===== config.mk =====
export PLATFORM = sky130hd
export DESIGN_NAME = shift_rotate_engine
export DESIGN_NICKNAME = d
export VERILOG_FILES = /design/src/rtl/shift_engine_pkg.sv /design/src/rtl/shift_step.sv /design/src/rtl/shift_rotate_engine.sv
export SDC_FILE = /design/constraint.sdc
export NUM_CORES = 1
export LEC_CHECK = 0
export ABC_CLOCK_PERIOD_IN_PS = 1300
export CAP_MARGIN = 10
export CORE_MARGIN = 2
export CORE_UTILIZATION = 47
export CTS_CLUSTER_DIAMETER = 80
export DETAILED_ROUTE_END_ITERATION = 8
export GPL_TIMING_DRIVEN = 0
export PLACE_DENSITY = 0.88
export SYNTH_ARGS = -nofsm -noshare
export SYNTH_HDL_FRONTEND = slang
export SYNTH_SLANG_ARGS = --single-unit

===== constraint.sdc =====
create_clock -name clk -period 1.3 [get_ports clk]
set_input_delay 0.26 -clock clk [delete_from_list [all_inputs] [get_ports clk]]
set_output_delay 0.26 -clock clk [all_outputs]
set_load 0.02 [all_outputs]

===== src/rtl/shift_engine_pkg.sv =====
// Shared definitions for the shift/rotate engine.
//   op_e              : operation encoding as presented on the op port
//   state_e           : engine control states
//   WORD_SIZE_DEFAULT : default operand width
package shift_engine_pkg;

  localparam int WORD_SIZE_DEFAULT = 8;

  typedef enum logic [1:0] {
    OP_SHL = 2'b00,
    OP_SHR = 2'b01,
    OP_ROL = 2'b10,
    OP_ROR = 2'b11
  } op_e;

  typedef enum logic [1:0] {
    S_IDLE,
    S_RUN,
    S_DONE
  } state_e;

endpackage


===== src/rtl/shift_step.sv =====
// Combinational single-bit shift/rotate step.
// Ports:
//   op_i : operation to apply
//   r_i  : current working value
//   v_i  : overflow accumulated so far
//   r_o  : value after one step
//   c_o  : bit shifted out (shifts) or wrapped around (rotates)
//   v_o  : updated sticky overflow (only SHL can set it)
module shift_step
  import shift_engine_pkg::*;
#(
  parameter int WORD_SIZE = WORD_SIZE_DEFAULT
) (
  input  op_e                  op_i,
  input  logic [WORD_SIZE-1:0] r_i,
  input  logic                 v_i,
  output logic [WORD_SIZE-1:0] r_o,
  output logic                 c_o,
  output logic                 v_o
);

  logic msb;
  logic lsb;

  assign msb = r_i[WORD_SIZE-1];
  assign lsb = r_i[0];

  always_comb begin
    // NOTE: every output gets a default before the case so no path infers a latch.
    r_o = r_i;
    c_o = 1'b0;
    v_o = v_i;
    case (op_i)
      OP_SHL: begin
        c_o = msb;
        // Sign bit changes on this step when the two top bits differ.
        v_o = v_i | (msb ^ r_i[WORD_SIZE-2]);
        r_o = {r_i[WORD_SIZE-2:0], 1'b0};
      end
      OP_SHR: begin
        c_o = lsb;
        r_o = {1'b0, r_i[WORD_SIZE-1:1]};
      end
      OP_ROL: begin
        c_o = msb;
        r_o = {r_i[WORD_SIZE-2:0], msb};
      end
      OP_ROR: begin
        c_o = lsb;
        r_o = {lsb, r_i[WORD_SIZE-1:1]};
      end
      default: ;
    endcase
  end

endmodule


===== src/rtl/shift_rotate_engine.sv =====
// Multi-bit shift/rotate executor with valid/ready request and result ports.
// Default build shifts one bit per clock; defining SHIFT_ENGINE_FAST_EN
// replaces the serial loop with a barrel shifter so results are ready right
// after acceptance.
// Ports:
//   clk, reset          : clock, asynchronous active-low reset
//   start_valid/ready   : request handshake (ready only in IDLE, out of reset)
//   op, amount          : operation and bit count (saturates at WORD_SIZE)
//   reg_in, carry_in    : operand and carry passed through for amount==0
//   res_valid/ready     : result handshake (valid while in DONE)
//   reg_out             : result value
//   zero/carry/overflow : flags for the flag register
//   busy                : engine not in IDLE
module shift_rotate_engine
  import shift_engine_pkg::*;
#(
  parameter int WORD_SIZE = WORD_SIZE_DEFAULT,
  parameter int AMT_W     = $clog2(WORD_SIZE) + 1
) (
  input  logic                 clk,
  input  logic                 reset,
  input  logic                 start_valid,
  output logic                 start_ready,
  input  logic [1:0]           op,
  input  logic [AMT_W-1:0]     amount,
  input  logic [WORD_SIZE-1:0] reg_in,
  input  logic                 carry_in,
  output logic                 res_valid,
  input  logic                 res_ready,
  output logic [WORD_SIZE-1:0] reg_out,
  output logic                 zero_flag_out,
  output logic                 carry_flag_out,
  output logic                 overflow_flag_out,
  output logic                 busy
);

  localparam logic [AMT_W-1:0] AMT_MAX = AMT_W'(WORD_SIZE);
  localparam logic [AMT_W-1:0] AMT_ONE = AMT_W'(1);

  state_e               state_q;
  logic [WORD_SIZE-1:0] r_q;
  logic                 c_q;
  logic                 v_q;
  logic [AMT_W-1:0]     amt_sat;

  assign amt_sat = (amount > AMT_MAX) ? AMT_MAX : amount;

`ifdef SHIFT_ENGINE_FAST_EN
  // Closed-form barrel path evaluated on the request inputs.
  logic [WORD_SIZE-1:0]   fast_r;
  logic                   fast_c;
  logic                   fast_v;
  logic [2*WORD_SIZE-1:0] rot_l;
  logic [2*WORD_SIZE-1:0] rot_r;
  logic [WORD_SIZE:0]     shl_ext;
  logic [WORD_SIZE:0]     shr_ext;
  logic [WORD_SIZE:0]     ov_mask;
  logic [WORD_SIZE:0]     ov_bits;

  always_comb begin
    rot_l   = {reg_in, reg_in} << amt_sat;
    rot_r   = {reg_in, reg_in} >> amt_sat;
    // Extra bit catches the last bit out: reg_in[W-k] (SHL), reg_in[k-1] (SHR).
    shl_ext = {1'b0, reg_in} << amt_sat;
    shr_ext = {reg_in, 1'b0} >> amt_sat;
    // Overflow window is the top k+1 bits, with a zero appended below bit 0
    // so that k==WORD_SIZE matches the serial path (last step shifts in 0).
    ov_mask = ~({(WORD_SIZE + 1){1'b1}} >> (amt_sat + AMT_ONE));
    ov_bits = {reg_in, 1'b0} & ov_mask;
    fast_r  = reg_in;
    fast_c  = carry_in;
    fast_v  = 1'b0;
    if (amt_sat != '0) begin
      case (op_e'(op))
        OP_SHL: begin
          fast_r = reg_in << amt_sat;
          fast_c = shl_ext[WORD_SIZE];
          fast_v = (ov_bits != '0) && (ov_bits != ov_mask);
        end
        OP_SHR: begin
          fast_r = reg_in >> amt_sat;
          fast_c = shr_ext[0];
        end
        OP_ROL: begin
          fast_r = rot_l[2*WORD_SIZE-1:WORD_SIZE];
          fast_c = rot_l[WORD_SIZE];
        end
        OP_ROR: begin
          fast_r = rot_r[WORD_SIZE-1:0];
          fast_c = rot_r[WORD_SIZE-1];
        end
        default: ;
      endcase
    end
  end

  always_ff @(posedge clk or negedge reset) begin
    if (!reset) begin
      state_q <= S_IDLE;
      r_q     <= '0;
      c_q     <= 1'b0;
      v_q     <= 1'b0;
    end else begin
      case (state_q)
        S_IDLE: if (start_valid) begin
          r_q     <= fast_r;
          c_q     <= fast_c;
          v_q     <= fast_v;
          state_q <= S_DONE;
        end
        S_DONE: if (res_ready) state_q <= S_IDLE;
        default: state_q <= S_IDLE;
      endcase
    end
  end
`else
  op_e                  op_q;
  logic [AMT_W-1:0]     cnt_q;
  logic [WORD_SIZE-1:0] step_r;
  logic                 step_c;
  logic                 step_v;

  shift_step #(.WORD_SIZE(WORD_SIZE)) u_step (
    .op_i (op_q),
    .r_i  (r_q),
    .v_i  (v_q),
    .r_o  (step_r),
    .c_o  (step_c),
    .v_o  (step_v)
  );

  always_ff @(posedge clk or negedge reset) begin
    if (!reset) begin
      state_q <= S_IDLE;
      op_q    <= OP_SHL;
      cnt_q   <= '0;
      r_q     <= '0;
      c_q     <= 1'b0;
      v_q     <= 1'b0;
    end else begin
      // NOTE: state registers use non-blocking assignments so every update in
      // this block sees the pre-edge values.
      case (state_q)
        S_IDLE: if (start_valid) begin
          op_q    <= op_e'(op);
          r_q     <= reg_in;
          c_q     <= carry_in;
          v_q     <= 1'b0;
          cnt_q   <= amt_sat;
          state_q <= (amt_sat == '0) ? S_DONE : S_RUN;
        end
        S_RUN: begin
          r_q   <= step_r;
          c_q   <= step_c;
          v_q   <= step_v;
          cnt_q <= cnt_q - AMT_ONE;
          if (cnt_q == AMT_ONE) state_q <= S_DONE;
        end
        S_DONE: if (res_ready) state_q <= S_IDLE;
        default: state_q <= S_IDLE;
      endcase
    end
  end
`endif

  // Gated by reset so no request can be offered while reset is held.
  assign start_ready       = reset && (state_q == S_IDLE);
  assign res_valid         = (state_q == S_DONE);
  assign busy              = (state_q != S_IDLE);
  assign reg_out           = r_q;
  assign carry_flag_out    = c_q;
  assign overflow_flag_out = v_q;
  assign zero_flag_out     = res_valid && (r_q == '0);

endmodule


==> impl_metrics.xml, run 1 <==
<?xml version="1.0" encoding="UTF-8"?>
<metrics>
  <group name="outcome">
    <metric name="run_status" unit="">finished with violations</metric>
    <metric name="violations" unit="">setup timing</metric>
  </group>
  <group name="power">
    <metric name="leakage_power_total" unit="nW">0.823</metric>
    <metric name="pwr-share-seq" unit="%">22.5</metric>
    <metric name="internal_power" unit="W">0.00306</metric>
    <metric name="power.switching_fraction" unit="%">45.8</metric>
    <metric name="netSwitchingPower" unit="W">0.00259</metric>
    <metric name="comb_power_share" unit="%">72.9</metric>
    <metric name="ir_drop" unit="uV">2020</metric>
    <metric name="clock_network_fraction_of_total_power" unit="%">4.6</metric>
    <metric name="power_density" unit="nW/um2">2920</metric>
  </group>
  <group name="worst_hold_path">
    <metric name="min_path_type" unit="">in2async</metric>
  </group>
  <group name="placement">
    <metric name="dpl-instance-area" unit="um2">1540</metric>
    <metric name="dp.final_hpwl" unit="um">2250</metric>
    <metric name="final_replace_weighted_congestion" unit="">0.810</metric>
    <metric name="place.port_buffers" unit="">32</metric>
  </group>
  <group name="synthesis">
    <metric name="post_synth_xor_area_fraction" unit="%">0</metric>
    <metric name="number_of_enable_type_register_cells_in_the_synthesized_netlist" unit="">0</metric>
    <metric name="yosys.area_share.adder" unit="%">3.26</metric>
    <metric name="complex_gate_fraction_of_the_synthesized_area" unit="%">22.3</metric>
    <metric name="yosys-mux-area-fraction" unit="%">0.977</metric>
    <metric name="syn_area" unit="um2">1150</metric>
    <metric name="largest_family_of_logic_cells_by_synthesized_area" unit="">simple AND/OR/NAND/NOR gates</metric>
    <metric name="syn_avg_cell_area" unit="um2">9.29</metric>
    <metric name="postSynthRegisterBits" unit="">18</metric>
    <metric name="synth_warnings" unit="">0</metric>
    <metric name="post_synth_inst_count" unit="">124</metric>
    <metric name="syn-num-nets" unit="">146</metric>
    <metric name="synth_flop_cell" unit="">dfrtp_1</metric>
    <metric name="yosysUniqueCellTypes" unit="">38</metric>
    <metric name="synth_simple_gate_area_share" unit="%">27.5</metric>
    <metric name="synth-seq-area-share" unit="%">39.1</metric>
    <metric name="postSynth.asyncResetShare" unit="%">100</metric>
  </group>
  <group name="sta">
    <metric name="maxSlewViolCount" unit="">0</metric>
    <metric name="final_critical_path_setup_slack" unit="ns">-0.538</metric>
    <metric name="tightest_slew" unit="ns">0.538</metric>
    <metric name="finalClockSkew" unit="ns">0.00631</metric>
    <metric name="final.period_utilization" unit="%">141</metric>
    <metric name="totalNegativeSetupSlack" unit="ns">-3.67</metric>
    <metric name="worst_rel_slew_slack" unit="%">63.8</metric>
    <metric name="finalSetupViolCount" unit="">22</metric>
    <metric name="post-route-min-period" unit="ns">1.84</metric>
    <metric name="setup_repair_after_global_routing_missed_its_margin" unit="">true</metric>
    <metric name="maxClockFrequency" unit="MHz">544</metric>
    <metric name="hold_viol" unit="">0</metric>
  </group>
  <group name="setup_path">
    <metric name="cp-start-kind" unit="">flip-flop</metric>
    <metric name="path_delay_family" unit="">simple AND/OR/NAND/NOR gates</metric>
    <metric name="required_time_reported_for_the_critical_path_endpoint" unit="ns">1.04</metric>
    <metric name="worst_path_largest_cell_delay" unit="ns">0.43</metric>
    <metric name="crit_path_cell_trace" unit="">inv_2 &gt; ha_4 &gt; nor4b_4 &gt; nand2_1 &gt; nor4_4 &gt; buf_4</metric>
    <metric name="crit_path_start" unit="">reg_out[6]</metric>
    <metric name="critical_path_arrival" unit="ns">1.58</metric>
    <metric name="crit_path_max_fanout" unit="">2</metric>
    <metric name="worstReg2RegStart" unit="">state_q[0]</metric>
    <metric name="critPathSlowestCell" unit="">dfrtp_2</metric>
    <metric name="crit_path_end_kind" unit="">output pin</metric>
    <metric name="path_type_of_the_worst_setup_path" unit="">reg2out</metric>
    <metric name="cp_num_buf_inv" unit="">2</metric>
  </group>
  <group name="final_layout">
    <metric name="layout.cells.most_common" unit="">buf_6</metric>
    <metric name="final_layout_size_suffix_gt1_share" unit="%">50.3</metric>
    <metric name="layout.cells.most_common_list" unit="">buf_6, clkdlybuf4s50_1, nand2_1</metric>
    <metric name="stdcell_area" unit="um2">1930</metric>
    <metric name="nets" unit="">205</metric>
    <metric name="filler_cell_count" unit="">114</metric>
    <metric name="diodes" unit="">0</metric>
    <metric name="fin_util" unit="%">85.7</metric>
    <metric name="areaGrowthSynthToFinish" unit="%">67.6</metric>
  </group>
  <group name="clock_network">
    <metric name="clock_sinks" unit="">18</metric>
    <metric name="cts_max_path_buffers" unit="">2</metric>
    <metric name="tritoncts" unit="">yes</metric>
    <metric name="cts_root_buf" unit="">clkbuf_4</metric>
    <metric name="worst_skew_pair.late_latency" unit="ns">0.28</metric>
    <metric name="cts.htree.levels" unit="">1</metric>
    <metric name="numCtsBuffers" unit="">3</metric>
    <metric name="clk_pin_slew" unit="ns">0.10</metric>
  </group>
  <group name="grt">
    <metric name="grt_max_degree" unit="">20</metric>
    <metric name="number_of_antenna_violations_at_the_first_check_in_global_routing" unit="">0</metric>
    <metric name="grt_pass1_wl" unit="um">5420</metric>
    <metric name="grt_pass1_vias" unit="">1136</metric>
    <metric name="track_usage" unit="%">26.7</metric>
    <metric name="grt_residual_overflow" unit="">0</metric>
  </group>
  <group name="route">
    <metric name="routed_wl" unit="um">4240</metric>
    <metric name="drtAntennaViolNets" unit="">0</metric>
    <metric name="drc" unit="">0</metric>
    <metric name="initialDrtViolationCount" unit="">47</metric>
    <metric name="avgViaCountPerCell" unit="">6.05</metric>
    <metric name="avgRoutedWirePerCell" unit="um">20.3</metric>
    <metric name="via_count" unit="">1264</metric>
    <metric name="drt-pass1-iter-count" unit="">4</metric>
  </group>
  <group name="floorplan">
    <metric name="core-area" unit="um2">2250</metric>
    <metric name="floorplan.initialDensity" unit="%">51.1</metric>
    <metric name="floorplan.die.width" unit="um">53.5</metric>
    <metric name="core.rowCount" unit="">17</metric>
    <metric name="ports_placed_on_the_boundary" unit="">33</metric>
    <metric name="die_area" unit="um2">2860</metric>
    <metric name="die_h" unit="um">53.5</metric>
  </group>
  <group name="run">
    <metric name="maxCapViolations" unit="">0</metric>
  </group>
</metrics>
power by group through the flow:
stage | Clock [W] | Sequential (W) | Combinational [W]
floorplan | 0 | 0.00133 | 0.00164
global placement | 0 | 0.00120 | 0.00254
detailed placement | 0 | 0.00122 | 0.00263
CTS | 0.000274 | 0.00122 | 0.00302
global route | 0.000300 | 0.00129 | 0.00432
finish | 0.000262 | 0.00127 | 0.00412
per-stage QoR:
step | hold WS, ns | setup slack [ns] | power [W] | cells
after floorplan | -0.0356 | -0.229 | 0.00297 | 124
after global placement | 0.466 | -1.19 | 0.00374 | 184
after detailed placement | 0.508 | -1.23 | 0.00385 | 184
after CTS | 0.0233 | -0.505 | 0.00451 | 196
after global routing | 0.0397 | -0.637 | 0.00591 | 209
final | 0.0215 | -0.538 | 0.00565 | 209
sequential cells by signal, indices dropped and copies added (netlist names):
| name | cells |
|---|---|
| op_q | 2 |
| carry_flag_out | 1 |
| cnt_q | 4 |
| overflow_flag_out | 1 |
| state_q | 2 |
| reg_out | 8 |
routing by layer:
| layer | global-route usage, % | up-vias | part of all wire, % |
|---|---|---|---|
| met5 | 0 | - | 0 |
| met4 | 6.41 | 0 | 1.7 |
| met3 | 3.11 | 10 | 8.4 |
| met2 | 48.8 | 77 | 53 |
| met1 | 33.1 | 621 | 37 |
| li1 | - | 556 | - |
synthesized netlist by cell type, types with 2 or more instances:
| master | instances | area (um2) |
|---|---|---|
| buf_2 | 4 | 20.0 |
| dfrtp_1 | 18 | 450 |
| buf_6 | 2 | 22.5 |
| a211oi_1 | 7 | 52.6 |
| nand3_1 | 3 | 15.0 |
| nor2b_1 | 8 | 50.1 |
| inv_1 | 6 | 22.5 |
| nor2_1 | 12 | 45.0 |
| ha_1 | 3 | 37.5 |
| o31ai_1 | 2 | 15.0 |
| nand2_1 | 20 | 75.1 |
| a31oi_1 | 2 | 12.5 |
| nand2b_1 | 3 | 18.8 |
| nand3b_1 | 2 | 15.0 |
| nor4_1 | 2 | 12.5 |
| buf_4 | 2 | 15.0 |
| o31ai_2 | 7 | 87.6 |
kinds of logic after synthesis:
group / Yosys count
multiplexers: 1
flip-flops: 18
AO/OA/AOI/OAI: 29
adder cells (fa/ha/maj): 3
AND/OR/NAND/NOR: 59
buffers and inverters: 14
worst reg2reg max path, delay by kind of cell, from the launching register on:
kind,cells,cell delay [ns]
buffers and inverters,3,0.37
AND/OR/NAND/NOR,2,0.54
AO/OA/AOI/OAI,1,0.11
flip-flops,1,0.40
final cells by class:
class / instances / area (um2) / share of cell area, %
repair buffers: 54 / 520 / 26.9
well taps: 28 / 35.0 / 1.81
clock buffers: 3 / 22.5 / 1.17
multi-input cells: 92 / 792 / 41.0
inverters: 6 / 22.5 / 1.17
flip-flops and latches: 18 / 462 / 23.9
plain buffers: 8 / 77.6 / 4.02
what timing repair did:
| action | in CTS | in global routing |
|---|---|---|
| resized for setup | 76 | 54 |
| gates cloned | 2 | 1 |
| setup buffers | 7 | 16 |
| hold buffers | 0 | 0 |
| pin swaps | 6 | 9 |
| endpoints found under the setup margin | 17 | 29 |
final timing paths:
kind	depth (start not counted)	slack, ns	to
worst min-delay path	1	0.02	cnt_q[3]
max in group asynchronous	1	0.92	reg_out[7]
worst max-delay path	6	-0.54	zero_flag_out
worst min register to register	2	0.53	carry_flag_out
min in group clk	3	0.50	op_q[1]
worst max register to register	6	-0.24	cnt_q[2]
Note: power is estimated with default switching activity, not from simulation.
==> run 2: changes to the inputs <==
CORE_UTILIZATION = 45   (was 47)
PLACE_DENSITY = 0.85   (was 0.88)
==> impl_metrics.xml, run 2 (same netlist as run 1, synthesis figures left out) <==
<?xml version="1.0" encoding="UTF-8"?>
<metrics>
  <group name="floorplan">
    <metric name="core-area" unit="um2">2450</metric>
    <metric name="die_h" unit="um">54.6</metric>
    <metric name="core.rowCount" unit="">18</metric>
    <metric name="ports_placed_on_the_boundary" unit="">33</metric>
    <metric name="die_area" unit="um2">2980</metric>
    <metric name="floorplan.die.width" unit="um">54.6</metric>
    <metric name="floorplan.initialDensity" unit="%">46.9</metric>
  </group>
  <group name="route">
    <metric name="drt-pass1-iter-count" unit="">6</metric>
    <metric name="avgRoutedWirePerCell" unit="um">20.4</metric>
    <metric name="initialDrtViolationCount" unit="">65</metric>
    <metric name="avgViaCountPerCell" unit="">6.14</metric>
    <metric name="drc" unit="">0</metric>
    <metric name="via_count" unit="">1271</metric>
    <metric name="routed_wl" unit="um">4230</metric>
    <metric name="drtAntennaViolNets" unit="">0</metric>
  </group>
  <group name="sta">
    <metric name="maxSlewViolCount" unit="">0</metric>
    <metric name="final.period_utilization" unit="%">145</metric>
    <metric name="worst_rel_slew_slack" unit="%">55.4</metric>
    <metric name="totalNegativeSetupSlack" unit="ns">-3.61</metric>
    <metric name="setup_repair_after_global_routing_missed_its_margin" unit="">true</metric>
    <metric name="worst_hold_slack" unit="ns">-0.0220</metric>
    <metric name="final_critical_path_setup_slack" unit="ns">-0.588</metric>
    <metric name="hold_viol" unit="">9</metric>
    <metric name="finalSetupViolCount" unit="">22</metric>
    <metric name="tightest_slew" unit="ns">0.663</metric>
    <metric name="maxClockFrequency" unit="MHz">530</metric>
    <metric name="post-route-min-period" unit="ns">1.89</metric>
    <metric name="finalClockSkew" unit="ns">0.0269</metric>
  </group>
  <group name="grt">
    <metric name="grt_pass1_wl" unit="um">5540</metric>
    <metric name="gr-usage-met3" unit="%">3.28</metric>
    <metric name="grt_pass1_vias" unit="">1094</metric>
    <metric name="grt_max_degree" unit="">20</metric>
    <metric name="globalRouteMet2Util" unit="%">41.5</metric>
    <metric name="track_usage" unit="%">26.5</metric>
    <metric name="use_met1" unit="%">38.1</metric>
    <metric name="number_of_antenna_violations_at_the_first_check_in_global_routing" unit="">0</metric>
    <metric name="grt_residual_overflow" unit="">0</metric>
    <metric name="grt-busiest-layer" unit="">met2</metric>
  </group>
  <group name="clock_network">
    <metric name="cts_root_buf" unit="">clkbuf_4</metric>
    <metric name="cts.htree.levels" unit="">1</metric>
    <metric name="clock_sinks" unit="">18</metric>
    <metric name="cts_max_path_buffers" unit="">2</metric>
    <metric name="clk_pin_slew" unit="ns">0.13</metric>
    <metric name="cts-hold-fix-buffers" unit="">0</metric>
    <metric name="numCtsBuffers" unit="">3</metric>
    <metric name="worst_skew_pair.late_latency" unit="ns">0.31</metric>
    <metric name="tritoncts" unit="">yes</metric>
  </group>
  <group name="setup_path">
    <metric name="path_type_of_the_worst_setup_path" unit="">reg2out</metric>
    <metric name="crit_path_max_fanout" unit="">2</metric>
    <metric name="required_time_reported_for_the_critical_path_endpoint" unit="ns">1.04</metric>
    <metric name="r2r.worst_path.cells" unit="">6</metric>
    <metric name="critical_path_arrival" unit="ns">1.63</metric>
    <metric name="cp-start-kind" unit="">flip-flop</metric>
    <metric name="crit_path_end_kind" unit="">output pin</metric>
  </group>
  <group name="final_layout">
    <metric name="layout.cells.most_common_list" unit="">clkdlybuf4s50_1, nand2_1, buf_4</metric>
    <metric name="fin_util" unit="%">77.3</metric>
    <metric name="largest_register_ffs" unit="">8</metric>
    <metric name="final_layout_size_suffix_gt1_share" unit="%">48.0</metric>
    <metric name="stdcell_area" unit="um2">1900</metric>
    <metric name="nets" unit="">200</metric>
    <metric name="filler_cell_count" unit="">146</metric>
    <metric name="diodes" unit="">0</metric>
    <metric name="register_area" unit="um2">460</metric>
    <metric name="layout.cells.most_common" unit="">clkdlybuf4s50_1</metric>
    <metric name="multi_input_area" unit="um2">825</metric>
    <metric name="areaGrowthSynthToFinish" unit="%">64.7</metric>
  </group>
  <group name="power">
    <metric name="leakage_power_total" unit="nW">0.797</metric>
    <metric name="power_density" unit="nW/um2">2930</metric>
    <metric name="ir_drop" unit="uV">1990</metric>
    <metric name="power" unit="W">0.00557</metric>
  </group>
  <group name="placement">
    <metric name="dpl-instance-area" unit="um2">1540</metric>
    <metric name="place.port_buffers" unit="">32</metric>
    <metric name="dp_slack" unit="ns">-1.22</metric>
    <metric name="dp.final_hpwl" unit="um">2120</metric>
    <metric name="final_replace_weighted_congestion" unit="">0.834</metric>
  </group>
  <group name="worst_hold_path">
    <metric name="min_path_type" unit="">in2async</metric>
  </group>
  <group name="outcome">
    <metric name="run_status" unit="">finished with violations</metric>
    <metric name="violations" unit="">hold timing, setup timing</metric>
  </group>
  <group name="run">
    <metric name="maxCapViolations" unit="">0</metric>
  </group>
</metrics>
[run 2: power breakdown]
part	switching, W	internal [W]	leakage, nW
registers	0.000358	0.000881	0.210
clock network	0.000191	0.000119	0.0150
logic	0.00207	0.00195	0.572
[run 2: area by class of cell]
class                   instances  share of cell area (%)
plain buffers                   8                    3.89
clock buffers                   4                    1.38
inverters                       6                    1.19
multi-input cells              92                    43.4
flip-flops and latches         18                    24.3
well taps                      30                    1.98
repair buffers                 49                    23.9
[run 2: path summary, 6_finish.rpt]
check	start	endpoint	slack [ns]
worst max register to register	state_q[1]	reg_out[1]	-0.21
worst max-delay path	reg_out[7]	zero_flag_out	-0.59
worst min-delay path	reset	cnt_q[3]	-0.02
max in group asynchronous	reset	reg_out[3]	0.92
worst min register to register	carry_flag_out	carry_flag_out	0.51
min in group clk	carry_flag_out	carry_flag_out	0.51
[run 2: layer usage]
layer / up-vias / routed length (um) / part of all wire, %
li1: 551 / - / -
met1: 624 / 1770 / 42
met2: 77 / 2010 / 48
met3: 19 / 303 / 7.2
met4: 0 / 146 / 3.4
met5: - / 0 / 0
[run 2: repair_timing]
| item | CTS | global route |
|---|---|---|
| pin swaps | 11 | 9 |
| setup buffers | 7 | 7 |
| resized for setup | 81 | 36 |
| endpoints found under the setup margin | 17 | 32 |
| gates cloned | 3 | 0 |
[run 2: critical path: stages, from the launching register on]
cell and delay (ns):
dfrtp_2 0.45, inv_2 0.08, ha_4 0.13, nor4b_4 0.20, nand2_1 0.14, nor4_4 0.13
buf_4 0.17
[run 2: stage by stage]
step,std cells,hold slack (ns)
after global placement,186,0.470
final,207,-0.0220
after floorplan,124,-0.0356
after CTS,200,0.0139
after detailed placement,186,0.511
after global routing,207,0.00669
